<file path="src/rtl/step_sequencer.sv">
// step_sequencer: programmable note/octave/gate pattern player feeding clk_div and the LUT generators.
// Define STEP_SEQ_LOOP_EN to loop the pattern forever; otherwise it plays once and pulses done.
module step_sequencer #(
  parameter int STEPS = 16,
  parameter int TEMPO_W = 24
) (
  input  logic                     clk,
  input  logic                     rst,
  input  logic                     start,
  input  logic                     stop,
  input  logic                     wr_en,
  input  logic [$clog2(STEPS)-1:0] wr_addr,
  input  logic [13:0]              wr_data,
  input  logic [$clog2(STEPS)-1:0] last_step,
  input  logic [TEMPO_W-1:0]       tempo,
  input  logic [TEMPO_W-1:0]       gate_len,
  output logic [10:0]              sw,
  output logic [1:0]               octave,
  output logic                     en,
  output logic                     busy,
  output logic [$clog2(STEPS)-1:0] step_idx,
  output logic                     step_pulse,
  output logic                     done
);
  localparam int AW = $clog2(STEPS);
`ifdef STEP_SEQ_LOOP_EN
  localparam bit LOOP = 1'b1;
`else
  localparam bit LOOP = 1'b0;
`endif
  typedef enum logic [1:0] {IDLE, LOAD, PLAY} state_t;
  state_t state;
  logic [13:0] mem [STEPS];
  logic [13:0] rd_data;
  logic [AW-1:0] pf_addr;
  logic [AW-1:0] rd_addr;
  logic [TEMPO_W-1:0] cnt;
  logic [TEMPO_W-1:0] t_m1;
  logic gate;
  logic go;
  logic last_cnt;
  logic finish;
  logic present;
  logic refetch;
  logic rd_en;
  function automatic logic [AW-1:0] nxt_of(input logic [AW-1:0] a, input logic [AW-1:0] l);
    return (a == l) ? '0 : a + 1'b1;
  endfunction
  // rd_data always holds the word for pf_addr, the step presented at the next boundary
  always_comb begin
    t_m1 = (tempo == '0) ? '0 : tempo - 1'b1;
    go = start && !stop;
    last_cnt = cnt >= t_m1;
    finish = !LOOP && state == PLAY && last_cnt && step_idx == last_step;
    present = !stop && !go && (state == LOAD || (state == PLAY && last_cnt && !finish));
    refetch = !stop && !go && state == PLAY && !last_cnt && nxt_of(step_idx, last_step) != pf_addr;
    rd_en = go || present || refetch;
    rd_addr = go ? '0 : present ? nxt_of(pf_addr, last_step) : nxt_of(step_idx, last_step);
  end
  always_ff @(posedge clk) begin
    if (rd_en) rd_data <= mem[rd_addr];
    if (wr_en) mem[wr_addr] <= wr_data;
  end
  always_ff @(posedge clk or negedge rst) begin
    if (!rst) begin
      state <= IDLE;
      cnt <= '0;
      gate <= 1'b0;
      pf_addr <= '0;
      sw <= '0;
      octave <= '0;
      en <= 1'b0;
      busy <= 1'b0;
      step_idx <= '0;
      step_pulse <= 1'b0;
      done <= 1'b0;
    end else begin
      step_pulse <= present;
      done <= 1'b0;
      if (rd_en) pf_addr <= rd_addr;
      if (stop) begin
        state <= IDLE;
        en <= 1'b0;
        busy <= 1'b0;
      end else if (go) begin
        state <= LOAD;
        en <= 1'b0;
        busy <= 1'b1;
        cnt <= '0;
      end else if (present) begin
        state <= PLAY;
        cnt <= '0;
        {gate, octave, sw} <= rd_data;
        step_idx <= pf_addr;
        en <= rd_data[13] && gate_len != '0;
      end else if (finish) begin
        state <= IDLE;
        en <= 1'b0;
        busy <= 1'b0;
        done <= 1'b1;
      end else if (state == PLAY) begin
        cnt <= cnt + 1'b1;
        en <= gate && (cnt + 1'b1 < gate_len);
      end
    end
  end
endmodule
</file>
<file path="config.mk">
export PLATFORM = sky130hd
export DESIGN_NAME = step_sequencer
export DESIGN_NICKNAME = d
export VERILOG_FILES = /design/src/rtl/step_sequencer.sv
export SDC_FILE = /design/constraint.sdc
export NUM_CORES = 1
export LEC_CHECK = 0
export BUFFER_PORTS_ARGS = -buffer_cell sky130_fd_sc_hd__buf_2
export CAP_MARGIN = 20
export CORE_ASPECT_RATIO = 0.6
export CORE_MARGIN = 5
export CORE_UTILIZATION = 46
export CTS_CLUSTER_SIZE = 10
export DETAILED_ROUTE_END_ITERATION = 8
export GPL_TIMING_DRIVEN = 0
export SETUP_SLACK_MARGIN = 0.2
export SYNTH_ARGS = -nofsm -noshare
export SYNTH_HDL_FRONTEND = slang
export SYNTH_SLANG_ARGS = --single-unit
</file>
<file path="constraint.sdc">
create_clock -name clk -period 3.85 [get_ports clk]
set_input_delay 0.5775 -clock clk [delete_from_list [all_inputs] [get_ports clk]]
set_output_delay 0.5775 -clock clk [all_outputs]
set_load 0.02 [all_outputs]
</file>
[Word level (Yosys, flattened, before mapping)]
Memory sizes are Yosys's and may differ from the RTL's. A register that Yosys moved wholly into a read port is not among the register bits.
Cells that the tools add are included.
Word-level totals
  register bits after elaboration: 52
  RAM bits: 224
  input bits: 75
  output and inout port bits: 21
  logic and storage cells: 82
  memories kept: 1
Operators by class
  $add $sub $neg: 4
  order comparisons: 2
  equality and inequality tests: 7
  mux-type cells: 28
  bitwise operators: 2
  reduce and logical (&&, ||, !) cells: 27
Memories
  mem: depth 16, bits a word 14, read ports 1, clocked after memory_dff 1, wr ports 1, RTL line 33  | logic [13:0] mem [STEPS];
Operator list (number)
  $mux 24: 5
  $add 24x1->24 const B: 1
  $ge 24x24->1: 1
  $logic_not 24->1: 1
  $lt 24x24->1: 1
  $reduce_bool 24->1: 1
  $sub 24x1->24 const B: 1
  $mux 4: 4
  $mux 1: 15
  $logic_and 1x1->1: 11
  $add 4x1->4 const B: 2
  $eq 4x4->1: 2
  $mux 2: 4
  $reduce_and 3->1: 2
  $reduce_bool 3->1: 2
  $reduce_bool 5->1: 1
  $logic_not 1->1: 4
  $ne 4x4->1: 1
  $reduce_bool 4->1: 1
  $logic_or 1x1->1: 3
  $ne 3x2->1 const B: 1
  $ne 3x3->1 const B: 1
  $eq 2x1->1 const B: 1
  $eq 2x2->1 const B: 1
  2 further kinds: 3

[Depth between registers and ports, before layout]
  depth in word-level cells: 12
  mapped depth: 22

[Least setup slack after synthesis]
Ideal clock, no wire load.
  kind: input -> register
  start point: in tempo[7]
  end point: reg rd_data[0] (read register of mem) (enable)
  library setup time: 0.317 ns
  arrival time: 4.722 ns
  required time: 3.533 ns
  setup slack: -1.189 ns
  stages: 18
  buffers on the path: 4
  cells stage by stage: or4_1 > nor3_1 > and3_1 > clkbuf_1 > nand2_1 > clkbuf_1 > clkbuf_1 > nand2_1 > ha_1 > and2_4 > a221o_1 > a221oi_4 > o32ai_2 > buf_2 > nor2_1 > inv_1 > nor3_2 > inv_1
Between the ends
  word-level cells in the longest chain between the ends: 11
  elaborated cells between the ends (all ways): 17
  those cells by class: 1 x add/sub; 1 x order compare; 3 x mux; 12 x reduce/logical
Ends and longest elaborated chain
  from (decl): RTL line 15  | input logic [TEMPO_W-1:0] tempo,
  $sub 24x1->24 or $logic_not 24->1 (tied branches): RTL line 51  | t_m1 = (tempo == '0) ? '0 : tempo - 1'b1;
  $mux 24 (*): RTL line 51
  $ge 24x24->1 (*): RTL line 53  | last_cnt = cnt >= t_m1;
  $logic_and 1x1->1: RTL line 54, 55
  $logic_and 1x1->1: RTL line 54  | finish = !LOOP && state == PLAY && last_cnt && step_idx == last_step;
  $logic_not 1->1: RTL line 55  | present = !stop && !go && (state == LOAD || (state == PLAY && last_cnt && !finish));
  $logic_and 1x1->1: RTL line 55
  $logic_or 1x1->1: RTL line 55
  $logic_and 1x1->1: RTL line 55
  $logic_or 1x1->1: RTL line 57  | rd_en = go || present || refetch;
  $logic_or 1x1->1 (*): RTL line 57
  via rd_en: RTL line 45  | logic rd_en;
  to (decl): RTL line 34  | logic [13:0] rd_data;
Mark *: on every way through the listed nets, which the timed path passes. The rest lies on a longest branch.
A chain may end at the register's enable or synchronous reset.

[Worst setup path after layout]
  start point: in tempo[4]
  end point: reg rd_data[8] (read register of mem), data pin
Between the ends
  word-level cells in the longest chain between the ends: 11
  elaborated cells between the ends (all ways): 17
  those cells by class: 1 x add/sub; 1 x order compare; 3 x mux; 12 x reduce/logical
Ends and longest elaborated chain (RTL line)
  $sub 24x1->24 or $logic_not 24->1 (tied branches): 51
  $mux 24 (*): 51
  $ge 24x24->1 (*): 53
  $logic_and 1x1->1: 54, 55
  $logic_and 1x1->1: 54
  $logic_not 1->1: 55
  $logic_and 1x1->1: 55
  $logic_or 1x1->1: 55
  $logic_and 1x1->1: 55
  $mux 4 or $logic_or 1x1->1 (tied branches) (2 in a row): 58, 57
Every way passes the cells marked *; elsewhere a longest branch is shown, timed or not.

==> metrics.csv <==
metric,value,unit
outcome,finished with violations,
failing checks,negative setup slack,
layout cells sized above 1,0.299,
Die Span Y,155,um
"critical path, cell by cell",buf_8 > or4_4 > nor3_4 > buf_4 > and3_1 > clkbuf_8 > nand2_4 > clkbuf_16 > clkbuf_16 > nand2_4 > ha_4 > a21o_1 > a221o_1 > a221oi_4 > buf_6 > o32ai_4 > buf_6 > clkbuf_16 > clkbuf_16 > o2111ai_2 > o211ai_1 > a22oi_2 > nand4_1,
global-route wire length before repair,87600,um
Critical Path RT,4080,ps
largest net degree at the start of global routing,39,
HP Class,input pin to flip-flop,
clk_skew,13.5,ps
clk buf depth,3,
Pwr Density,521,mW/mm2
Post-synth ARST share,0.179,
synth warn,0,
Post-Syn Area,0.0161,mm2
Synth Instances,1492,
Initial Utilization,0.462,
clock slew at reported path FFs,60,ps
Post-synth EDFFs,238,
synth top area cells,"edfxtp_1 (44%), dfrtp_1 (8.1%), o2111ai_1 (6.2%)",
WL final,59800,um
CTS tree,yes,
Peak VDD IR,0.329,mV
share of the yosys chip area belonging to registers,0.526,
1st-iter DRT viols,1851,
"commonest non-fill, non-tap cell in the layout",edfxtp_1,
RSZ-0062 raised after global routing,yes,
fin crit period,4920,ps
setup TNS,-39290,ps
GRT Util Overall,0.296,
Final WS setup,-1070,ps
"slowest stage delay, CP",570,ps
#FFs+latches synth,290,
total gr overflow,0,
leakage power,0.00744,uW
dominant cell type by area after synthesis,edfxtp_1,
CTS root buffer,clkbuf_16,
CTS buffer count,35,
Most common cell on crit path,clkbuf_16,
RD Place Congestion,0.991,
Slew @ Worst Pin,1020,ps
die width,251,um
CP Capture Type,flip-flop,
Vias/cell,6.67,
endpoints failing setup,76,
via count of the first global-routing pass,13900,
Worst-Skew Late Latency,530,ps
Max Fclk,203,MHz
Die ar.,0.0389,mm2
DRT antenna net count,0,
H-tree depth,2,
Mapped Nets,1619,
initial antenna violation count,4,
Critical-path top delay cell,or4_4,
max cap viols,0,
top-area cell type share of the netlist area,0.445,
vias,14700,
"commonest non-fill, non-tap cells in the layout","edfxtp_1 (238), nand3_1 (125), o211ai_1 (115), buf_2 (103), o21ai_0 (96)",
nets,1844,
flop-to-flop setup slack,-330,ps
CP max FO,7,
endpoints failing hold,0,
row cnt,53,
top_reg_cell synth,edfxtp_1,
Worst Path Arrival,5150,ps
Clock Sinks,290,
Post-route DRC,0,
fin crit share,1.28,
synth unique cells,66,
worst rel slew slack,0.323,
hpwl dp,41500,um
Syn Area/Cell,10.8,um2
Area Growth Syn to Fin,29.2,%
total core area,0.0347,mm2
dpl ws,-2500,ps
Setup CP Type,input pin to flip-flop,
Fill cells,2886,
DRT Pass-1 Iters,6,
max-slew violations,0,
diodes inserted,0,
Startpoint Class,input pin,
WL/cell,27.2,um
Port Buffer Count,95,
# IOs,96,
## routing by layer
layer  GRT usage  share of wire
met3       0.121           0.14
met2       0.384           0.39
met5           0        0.00030
met1       0.457           0.44
met4      0.0657          0.023
## critical path: cells and delay by family
family	cells	cell delay, ps
buf+inv	9	1390
compound gates	7	1730
fa+ha+maj	1	190
simple gates	6	1250
## worst paths after layout
check	from	cells past startpoint	to
max	tempo[4]	23	rd_data[8]
min	start	2	state[1]
max reg2reg	cnt[3]	16	en
min reg2reg	rd_data[8]	2	sw[8]
max in group asynchronous	rst	3	sw[7]
min in group asynchronous	rst	2	cnt[1]
## cell families after synthesis
group,share of synthesized area
compound gates,0.239
xor+xnor,0.0294
fa+ha+maj,0.0405
buf+inv,0.0438
flops,0.526
mux,0.00530
simple gates,0.116
## synthesized netlist by cell type, types with 4 or more instances
| cell | instances |
|---|---|
| a32oi_1 | 14 |
| o2111ai_1 | 114 |
| nor2b_1 | 4 |
| o211ai_1 | 115 |
| clkbuf_1 | 123 |
| nand4_1 | 24 |
| a21o_1 | 10 |
| dfrtp_1 | 52 |
| a22o_1 | 11 |
| o211a_1 | 4 |
| inv_1 | 36 |
| nand2_1 | 97 |
| xor2_1 | 27 |
| nand2b_1 | 8 |
| ha_1 | 52 |
| o21ai_0 | 138 |
| xnor2_1 | 27 |
| mux2_2 | 4 |
| nor4_1 | 13 |
| and3_1 | 14 |
| a22oi_1 | 44 |
| o31ai_1 | 18 |
| buf_1 | 7 |
| o41ai_1 | 4 |
| buf_2 | 10 |
| a31oi_1 | 4 |
| edfxtp_1 | 238 |
| mux2i_1 | 4 |
| a21oi_1 | 24 |
| nand3_1 | 128 |
| nor2_1 | 52 |
| and4_1 | 5 |
| nor3_1 | 16 |
## sequential cells by signal, indices dropped and copies added (netlist names)
| signal | cells |
|---|---|
| pf_addr | 4 |
| octave | 2 |
| done | 1 |
| step_pulse | 1 |
| cnt | 24 |
| rd_data | 14 |
| busy | 1 |
| state | 2 |
| step_idx | 4 |
| sw | 11 |
| en | 1 |
| mem | 224 |
| gate | 1 |
## per-stage QoR
stage | cell area, um2 | cells | utilization | hold WS (ps) | total power [uW]
2_1_floorplan | 16600 | 1492 | - | 282 | 5920
3_3_place_gp | 17700 | 2054 | 0.509 | 426 | 7170
3_5_place_dp | 17900 | 2068 | 0.515 | 431 | 7240
4_1_cts | 20300 | 2177 | 0.585 | 336 | 10600
5_1_grt | 20800 | 2197 | 0.597 | 360 | 11200
6_report | 20800 | 2197 | 0.597 | 350 | 10800
## where the power goes
group	leakage [uW]	internal [uW]	switching, uW
combinational	0.00411	1270	2840
sequential	0.00286	3610	92.5
clock	0.000477	1730	1290
## area by class of cell
cell class / instances / area, um2 / area share
flip-flops and latches: 290 / 8450 / 0.407
multi-input cells: 1022 / 8010 / 0.386
repair buffers: 187 / 1410 / 0.0678
plain buffers: 143 / 1160 / 0.0561
clock buffers: 48 / 967 / 0.0466
well taps: 467 / 584 / 0.0281
inverters: 37 / 151 / 0.00729
clock inverters: 2 / 13.8 / 0.000663
repair inverters: 1 / 7.51 / 0.000362
## repair_timing
| action | 4_1_cts | 5_1_grt |
|---|---|---|
| pin swaps | 71 | 48 |
| buffers inserted | 48 | 17 |
| cloned | 10 | 2 |
| endpoints found under the setup margin | 79 | 79 |
| endpoints found under the hold margin | 14 | 0 |
| gates resized for setup | 244 | 92 |
| hold buffers | 1 | 0 |
No activity file was read; power rests on OpenSTA's default activity.
